==> config.mk <==
export PLATFORM = sky130hd
export DESIGN_NAME = lsu_mem_stage
export DESIGN_NICKNAME = d
export VERILOG_FILES = /design/src/rtl/lsu_mem_stage.sv
export SDC_FILE = /design/constraint.sdc
export NUM_CORES = 1
export LEC_CHECK = 0
export BUFFER_PORTS_ARGS = -buffer_cell sky130_fd_sc_hd__buf_2
export CORE_ASPECT_RATIO = 0.9
export CORE_MARGIN = 4
export CORE_UTILIZATION = 45
export CTS_BUF_LIST = sky130_fd_sc_hd__clkbuf_8 sky130_fd_sc_hd__clkbuf_16
export DETAILED_ROUTE_END_ITERATION = 6
export PLACE_DENSITY_LB_ADDON = 0.12
export RECOVER_POWER = 50
export SKIP_LAST_GASP = 1
export SYNTH_ARGS = -nofsm -noshare
export SYNTH_HDL_FRONTEND = slang
export SYNTH_SLANG_ARGS = --single-unit
==> constraint.sdc <==
create_clock -name clk -period 5.8 [get_ports clk]
set_clock_uncertainty 0.15 [all_clocks]
set_input_delay 0.29 -clock clk [delete_from_list [all_inputs] [get_ports clk]]
set_output_delay 0.29 -clock clk [all_outputs]
set_load 0.03 [all_outputs]
==> src/rtl/lsu_mem_stage.sv <==
`timescale 1ns/1ps
`default_nettype none
// ============================================================================
// Module   : lsu_mem_stage
// Brief    : RISC-V load/store memory stage. Issues one aligned data-memory
//            request per load/store, freezes the pipeline while the access is
//            outstanding, and returns the sign/zero-extended load result.
//            Optional request/response watchdog: define LSU_TIMEOUT_EN.
// Revision : 1.0 - initial release
// ============================================================================
module lsu_mem_stage #(
    parameter int TIMEOUT_CYCLES = 16
) (
    input  logic        clk,
    input  logic        rst,
    input  logic        mem_read_i,
    input  logic        mem_write_i,
    input  logic [2:0]  funct3_i,
    input  logic [31:0] addr_i,
    input  logic [31:0] w_data_i,
    output logic [31:0] rd_data_o,
    output logic        stall_o,
    output logic        done_o,
    output logic        misalign_o,
    output logic        err_o,
    output logic        dmem_req_o,
    output logic        dmem_we_o,
    output logic [31:0] dmem_addr_o,
    output logic [3:0]  dmem_be_o,
    output logic [31:0] dmem_wdata_o,
    input  logic        dmem_gnt_i,
    input  logic        dmem_rvalid_i,
    input  logic [31:0] dmem_rdata_i
);

    localparam logic [2:0] F3_B  = 3'b000;
    localparam logic [2:0] F3_H  = 3'b001;
    localparam logic [2:0] F3_W  = 3'b010;
    localparam logic [2:0] F3_BU = 3'b100;
    localparam logic [2:0] F3_HU = 3'b101;

    typedef enum logic [1:0] {
        IDLE = 2'd0,
        REQ  = 2'd1,
        WAIT = 2'd2,
        DONE = 2'd3
    } state_t;

    state_t state;
    state_t state_nxt;

    logic [31:0] addr_q;
    logic [2:0]  funct3_q;
    logic        we_q;
    logic [3:0]  be_q;
    logic [31:0] wdata_q;
    logic [31:0] rd_data_q;
    logic        misalign_q;

    logic        access_req;
    logic        is_store;
    logic        illegal;
    logic        misaligned;
    logic        accept;
    logic        reject;
    logic        timeout;
    logic [3:0]  be_new;
    logic [31:0] wdata_new;
    logic [7:0]  load_byte;
    logic [15:0] load_half;
    logic [31:0] load_data;

    // ------------------------------------------------------------------
    // Request decode: a simultaneous read and write is handled as a store
    // ------------------------------------------------------------------
    assign access_req = mem_read_i | mem_write_i;
    assign is_store   = mem_write_i;

    always_comb begin
        illegal    = 1'b0;
        misaligned = 1'b0;
        if (is_store) begin
            illegal = funct3_i[2];
        end else begin
            illegal = (funct3_i == 3'b011) || (funct3_i[2:1] == 2'b11);
        end
        if (funct3_i[1:0] == 2'b01) begin
            misaligned = addr_i[0];
        end else if (funct3_i[1:0] == 2'b10) begin
            misaligned = (addr_i[1:0] != 2'b00);
        end
    end

    assign accept = (state == IDLE) && access_req && !illegal && !misaligned;
    assign reject = (state == IDLE) && access_req && (illegal || misaligned);

    always_comb begin
        be_new    = 4'b1111;
        wdata_new = 32'h0000_0000;
        case (funct3_i[1:0])
            2'b00:   be_new = 4'b0001 << addr_i[1:0];
            2'b01:   be_new = addr_i[1] ? 4'b1100 : 4'b0011;
            default: be_new = 4'b1111;
        endcase
        if (is_store) begin
            case (funct3_i[1:0])
                2'b00:   wdata_new = {4{w_data_i[7:0]}};
                2'b01:   wdata_new = {2{w_data_i[15:0]}};
                default: wdata_new = w_data_i;
            endcase
        end
    end

    // ------------------------------------------------------------------
    // Load lane extraction and extension
    // ------------------------------------------------------------------
    always_comb begin
        load_byte = 8'h00;
        load_half = addr_q[1] ? dmem_rdata_i[31:16] : dmem_rdata_i[15:0];
        load_data = dmem_rdata_i;
        case (addr_q[1:0])
            2'b00:   load_byte = dmem_rdata_i[7:0];
            2'b01:   load_byte = dmem_rdata_i[15:8];
            2'b10:   load_byte = dmem_rdata_i[23:16];
            default: load_byte = dmem_rdata_i[31:24];
        endcase
        case (funct3_q)
            F3_B:    load_data = {{24{load_byte[7]}}, load_byte};
            F3_H:    load_data = {{16{load_half[15]}}, load_half};
            F3_BU:   load_data = {24'h00_0000, load_byte};
            F3_HU:   load_data = {16'h0000, load_half};
            F3_W:    load_data = dmem_rdata_i;
            default: load_data = dmem_rdata_i;
        endcase
    end

    // ------------------------------------------------------------------
    // Optional watchdog over the REQ + WAIT interval
    // ------------------------------------------------------------------
`ifdef LSU_TIMEOUT_EN
    localparam int CNT_W = $clog2(TIMEOUT_CYCLES + 1);

    logic [CNT_W-1:0] tmo_cnt;

    always_ff @(posedge clk or negedge rst) begin
        if (!rst) begin
            tmo_cnt <= '0;
        end else if (accept) begin
            tmo_cnt <= '0;
        end else if ((state == REQ) || (state == WAIT)) begin
            tmo_cnt <= tmo_cnt + CNT_W'(1);
        end
    end

    assign timeout = ((state == REQ) || (state == WAIT)) &&
                     (tmo_cnt == CNT_W'(TIMEOUT_CYCLES));
`else
    logic [31:0] tmo_cfg_unused;

    assign tmo_cfg_unused = 32'(TIMEOUT_CYCLES);
    assign timeout        = 1'b0;
`endif

    // ------------------------------------------------------------------
    // FSM
    // ------------------------------------------------------------------
    always_ff @(posedge clk or negedge rst) begin
        if (!rst) begin
            state <= IDLE;
        end else begin
            state <= state_nxt;
        end
    end

    always_comb begin
        state_nxt = state;
        case (state)
            IDLE: begin
                if (accept) begin
                    state_nxt = REQ;
                end
            end
            REQ: begin
                if (timeout) begin
                    state_nxt = DONE;
                end else if (dmem_gnt_i) begin
                    state_nxt = we_q ? DONE : WAIT;
                end
            end
            WAIT: begin
                if (timeout || dmem_rvalid_i) begin
                    state_nxt = DONE;
                end
            end
            DONE: begin
                state_nxt = IDLE;
            end
            default: begin
                state_nxt = IDLE;
            end
        endcase
    end

    // Request fields are frozen from capture until the grant cycle
    always_ff @(posedge clk or negedge rst) begin
        if (!rst) begin
            addr_q     <= 32'h0000_0000;
            funct3_q   <= 3'b000;
            we_q       <= 1'b0;
            be_q       <= 4'b0000;
            wdata_q    <= 32'h0000_0000;
            rd_data_q  <= 32'h0000_0000;
            misalign_q <= 1'b0;
        end else begin
            misalign_q <= reject;
            if (accept) begin
                addr_q   <= addr_i;
                funct3_q <= funct3_i;
                we_q     <= is_store;
                be_q     <= be_new;
                wdata_q  <= wdata_new;
            end
            if ((state == WAIT) && dmem_rvalid_i && !timeout) begin
                rd_data_q <= load_data;
            end
        end
    end

    // ------------------------------------------------------------------
    // Outputs; the IDLE stall term is combinational so the pipeline freezes
    // in the issue cycle, and is masked while reset is held
    // ------------------------------------------------------------------
    assign stall_o      = rst && (accept || (state == REQ) || (state == WAIT));
    assign done_o       = (state == DONE);
    assign misalign_o   = misalign_q;
    assign err_o        = timeout;
    assign rd_data_o    = rd_data_q;
    assign dmem_req_o   = (state == REQ) && !timeout;
    assign dmem_we_o    = we_q;
    assign dmem_addr_o  = {addr_q[31:2], 2'b00};
    assign dmem_be_o    = be_q;
    assign dmem_wdata_o = wdata_q;

endmodule
`default_nettype wire

# Word-level counts from Yosys, hierarchy flattened
# Cells that the tools add are included.
# totals
reg_bits	107
input_bits	105
out_inout_bits	106
elab_cells	58
# classes
eq_ne	15
n_shift	1
mux	15
bitwise	1
n_reduce_logical	18
# ops
op	count
$pmux 32 s4	1
$pmux 32 s2	1
$mux 32	1
$pmux 8 s3	1
$mux 16	1
$eq 2x2->1 const B	5
$pmux 2 s4	1
$pmux 4 s2	1
$eq 2x1->1 const B	3
$eq 3x3->1 const B	2
$logic_and 1x1->1	6
$logic_not 2->1	3
$mux 2	3
$logic_or 1x1->1	4
$mux 1	4
$mux 4	1
$ne 2x2->1 const B	2
$shl 1x2->4 const A	1
$eq 3x1->1 const B	1
$eq 3x2->1 const B	1
$logic_not 3->1	1
$reduce_and 3->1	1
$logic_not 1->1	2
$ne 2x1->1 const B	1
other kinds (2)	2

# Depth between registers and ports, before layout
# logic_depth
ltp_word	9
depth_mapped	8
mapped_depth_nobuf	6

# Least setup slack after synthesis
# Ideal clock, no wire load.
# synth_timing
path_type	register to output
start	reg state[1]
end	out stall_o
arrival_time_ps	1831
required_time_ps	5360
slack_ps	3529
path_stages_with_launch	7
n_path_buf	1
path_cell_list	dfrtp_1 -> inv_1 -> ha_1 -> o21ai_1 -> nor3_4 -> buf_6 -> o31a_1
# synth_between
elab_chain_cells	7
elab_cells_between_ends	9
cone_classes	2 x eq/ne; 7 x reduce/logical
# synth_lines
item	line	source
from (decl)	49	state_t state;
from (signal assigned)	171	state <= state_nxt;
$logic_not 2->1	94	assign accept = (state == IDLE) && access_req && !illegal && !misaligned;
$logic_and 1x1->1 (3 in series)	94	
$logic_or 1x1->1	233	assign stall_o = rst && (accept || (state == REQ) || (state == WAIT));
$logic_or 1x1->1 *	233	
$logic_and 1x1->1 *	233	
to (decl)	22	output logic stall_o,
# Every way passes the cells marked *; elsewhere a longest branch is shown, timed or not.

==> results.tsv <==
stage	metric	value	unit
critical_path	r2r-end	addr_q[28]	
floorplanning	num_rows	37	
sta	clock.fmax	0.2678	GHz
routing	ant_nets	0	
hold_path	min_to	addr_q[25]	
synth	yosysTopAreaCell	dfrtp_1	
synth	synth-xor-area-share	0	
floorplanning	coreArea	11570	um^2
clock_tree	cts_sinks	107	
critical_path	r2r_slack	2.96	ns
sta	setup_slack	2.065	ns
clock_tree	tritoncts	built	
floorplanning	io_pins	211	
clock_tree	cts_inserted_buffers	9	
sta	rsz0062_at_grt	no	
pwr	ir_drop	0.3016	mV
hold_path	hold_start	addr_i[25]	
final_layout	diodes	0	
clock_tree	clkTransAtPathRegs	0.07	ns
hold_path	min_path_cells	2	
synth	synthCells	496	
final_layout	drive_gt1_frac	0.2715	
final_layout	multi_input_area	2256	um^2
pwr	power.density	605.2	nW/um^2
clock_tree	h-tree-depth	3	
grt	grt_pass1_vias	4432	
critical_path	crit_path_max_fanout	78	
grt	grt_max_degree	79	
routing	drc	0	
synth	synth_compound_area_frac	0.1473	
synth	yosysUniqueCellTypes	45	
clock_tree	insertion_delay	0.35	ns
synth	netlist_area	5376	um^2
placement	gp_congestion	0.7932	
synth	synthSimpleGateAreaFrac	0.1031	
clock_tree	cts_root_buf	clkbuf_16	
grt	gr-total-overflow	0	
critical_path	worstPathRequired	5.73	ns
sta	tightestPinTransition	1.957	ns
synth	synth_top_area_frac	0.4980	
floorplanning	start_util	0.4645	
outcome	violations	capacitance limit, slew limit	
synth	synth_warnings	0	
critical_path	crit-reg2reg-launch	state[1]	
critical_path	reg2regPathDepth	6	
floorplanning	die_h	111.7	um
sta	hold_viol	0	
routing	wl_per_cell	16.90	um
grt	grt_use_total	0.2047	
floorplanning	die_x	123.2	um
sta	slew_viol_final	152	
synth	synth.area.mux_share	0.1578	
synth	synthAdderAreaFrac	0.009309	
routing	drt_iter0_drc	179	
synth	async_flop_share	1.000	
clock_tree	cts_setup_buffers	0	
synth	synth-seq-cells	107	
sta	finalSetupViolCount	0	
critical_path	worstSetupPathType	primary input to asynchronous set/reset pin	
clock_tree	clockBufferDepth	2	
synth	ys.flop_type	dfrtp_1	
routing	viasPerCell	5.243	
sta	fin_setup_tns	0	ns
sta	post-route-period-util	0.6439	
sta	timing.hold.ws	0.01572	ns
hold_path	hp-class	primary input to register	
sta	slew_headroom	-0.3046	
pwr	p_leak	0.002926	uW
critical_path	end_kind	asynchronous set/reset pin	
final_layout	area_growth	19.85	%
critical_path	cp-start-kind	primary input	
synth	synth.most_common_cell	dfrtp_1	
synth	synth-edff-count	0	
grt	antenna_found_initial	1	
floorplanning	die-area	13760	um^2
critical_path	arrival	3.66	ns
sta	min_period	3.735	ns
routing	routed_wl	13850	um
grt	grt_pass1_wl	22380	um
placement	dp_hpwl	10100	um
outcome	status	finished with violations	
final_layout	seqCellArea	2678	um^2
synth	seq_area_frac_synth	0.4980	
placement	dpl_worst_slack	2.793	ns
routing	drt_pass1_iterations	4	
placement	portBuffers	207	
synth	synth_area_per_cell	10.84	um^2
routing	vias	4294	
synth	synth_top_family_by_area	multiplexers	
job	maxCapViolCount	3	
synth	synth_common_cells	107 x dfrtp_1, 51 x nand2_1, 50 x mux2_2	
final_layout	nFillCells	1088	
synth	netlist_top_cells_area	dfrtp_1 50%, mux2_2 10%, buf_4 4.7%	
final_layout	nets	767	
-- sequential cells by signal, indices dropped and copies added (netlist names) --
register and count:
dmem_wdata_o 32, dmem_we_o 1, funct3_q 3, dmem_be_o 4
misalign_o 1, state 2, addr_q 32, rd_data_o 32
-- report_power, final --
group	switching (uW)	internal (uW)	total (uW)	leakage, uW
combinational	1300	579	1880	0.00146
clock	271	400	671	0.000163
sequential	237	1110	1350	0.00130
total	1810	2090	3900	0.00293
-- cell families after synthesis --
group | after synthesis
AO/OA/AOI/OAI | 121
adder cells (fa/ha/maj) | 4
other | 1
flip-flops | 107
multiplexers | 77
buffers and inverters | 71
AND/OR/NAND/NOR | 115
-- per-stage QoR --
step / util / cells / cell area, um^2 / power [uW]
2_1_floorplan: - / 498 / 5384 / 2902
3_3_place_gp: 0.5374 / 800 / 6220 / 3299
3_5_place_dp: 0.5374 / 800 / 6220 / 3343
4_1_cts: 0.5684 / 819 / 6579 / 4029
5_1_grt: 0.5568 / 819 / 6444 / 4163
6_report: 0.5568 / 819 / 6444 / 3899
-- cell type report --
type                       instances  area share
clock buffer                      11     0.03922
clock inverter                     5     0.01184
inverter                           6    0.003495
multi-input combinational        320      0.3501
sequential                       107      0.4155
tap                              156     0.03029
timing repair buffer             214      0.1495
-- metal layers --
layer | vias up | GRT usage | share of wire
met4 | 2 | 0.04871 | 0.0095
met1 | 2088 | 0.2861 | 0.46
met5 | - | 0 | 0.00051
met2 | 163 | 0.3109 | 0.45
li1 | 2028 | - | -
met3 | 13 | 0.06552 | 0.081
-- cells in the final DEF (no fill, tap or decap), types with 4 or more instances in the layout --
| master | instances |
|---|---|
| nand2b_1 | 10 |
| clkbuf_16 | 9 |
| clkbuf_1 | 104 |
| nand3b_1 | 8 |
| dfrtp_1 | 107 |
| nor2b_1 | 9 |
| a22o_1 | 16 |
| inv_1 | 7 |
| mux2_2 | 50 |
| nand2_1 | 51 |
| a21oi_1 | 23 |
| a31oi_1 | 8 |
| o21ai_0 | 42 |
| mux2i_1 | 24 |
| nor2_1 | 26 |
| ha_1 | 4 |
| o2bb2ai_1 | 8 |
| a21boi_0 | 8 |
| buf_2 | 103 |
-- worst max path at each step --
stage,to,start
after CTS,addr_q[30],state[1]
after global placement,addr_q[25],funct3_i[1]
after floorplan,stall_o,state[1]
after global routing,addr_q[28],rst
final,addr_q[28],rst
after detailed placement,addr_q[30],funct3_i[1]
-- critical path, cell delays in order --
cell and delay [ns]:
dlygate4sd3_1 0.52, clkbuf_1 1.18, clkbuf_2 1.56
-- what timing repair did --
item	4_1_cts	5_1_grt
hold buffers	3	0
resized for setup	0	0
endpoints found under the hold margin	31	0
setup endpoints to repair	0	0
Power figures use the tool's default switching activity.
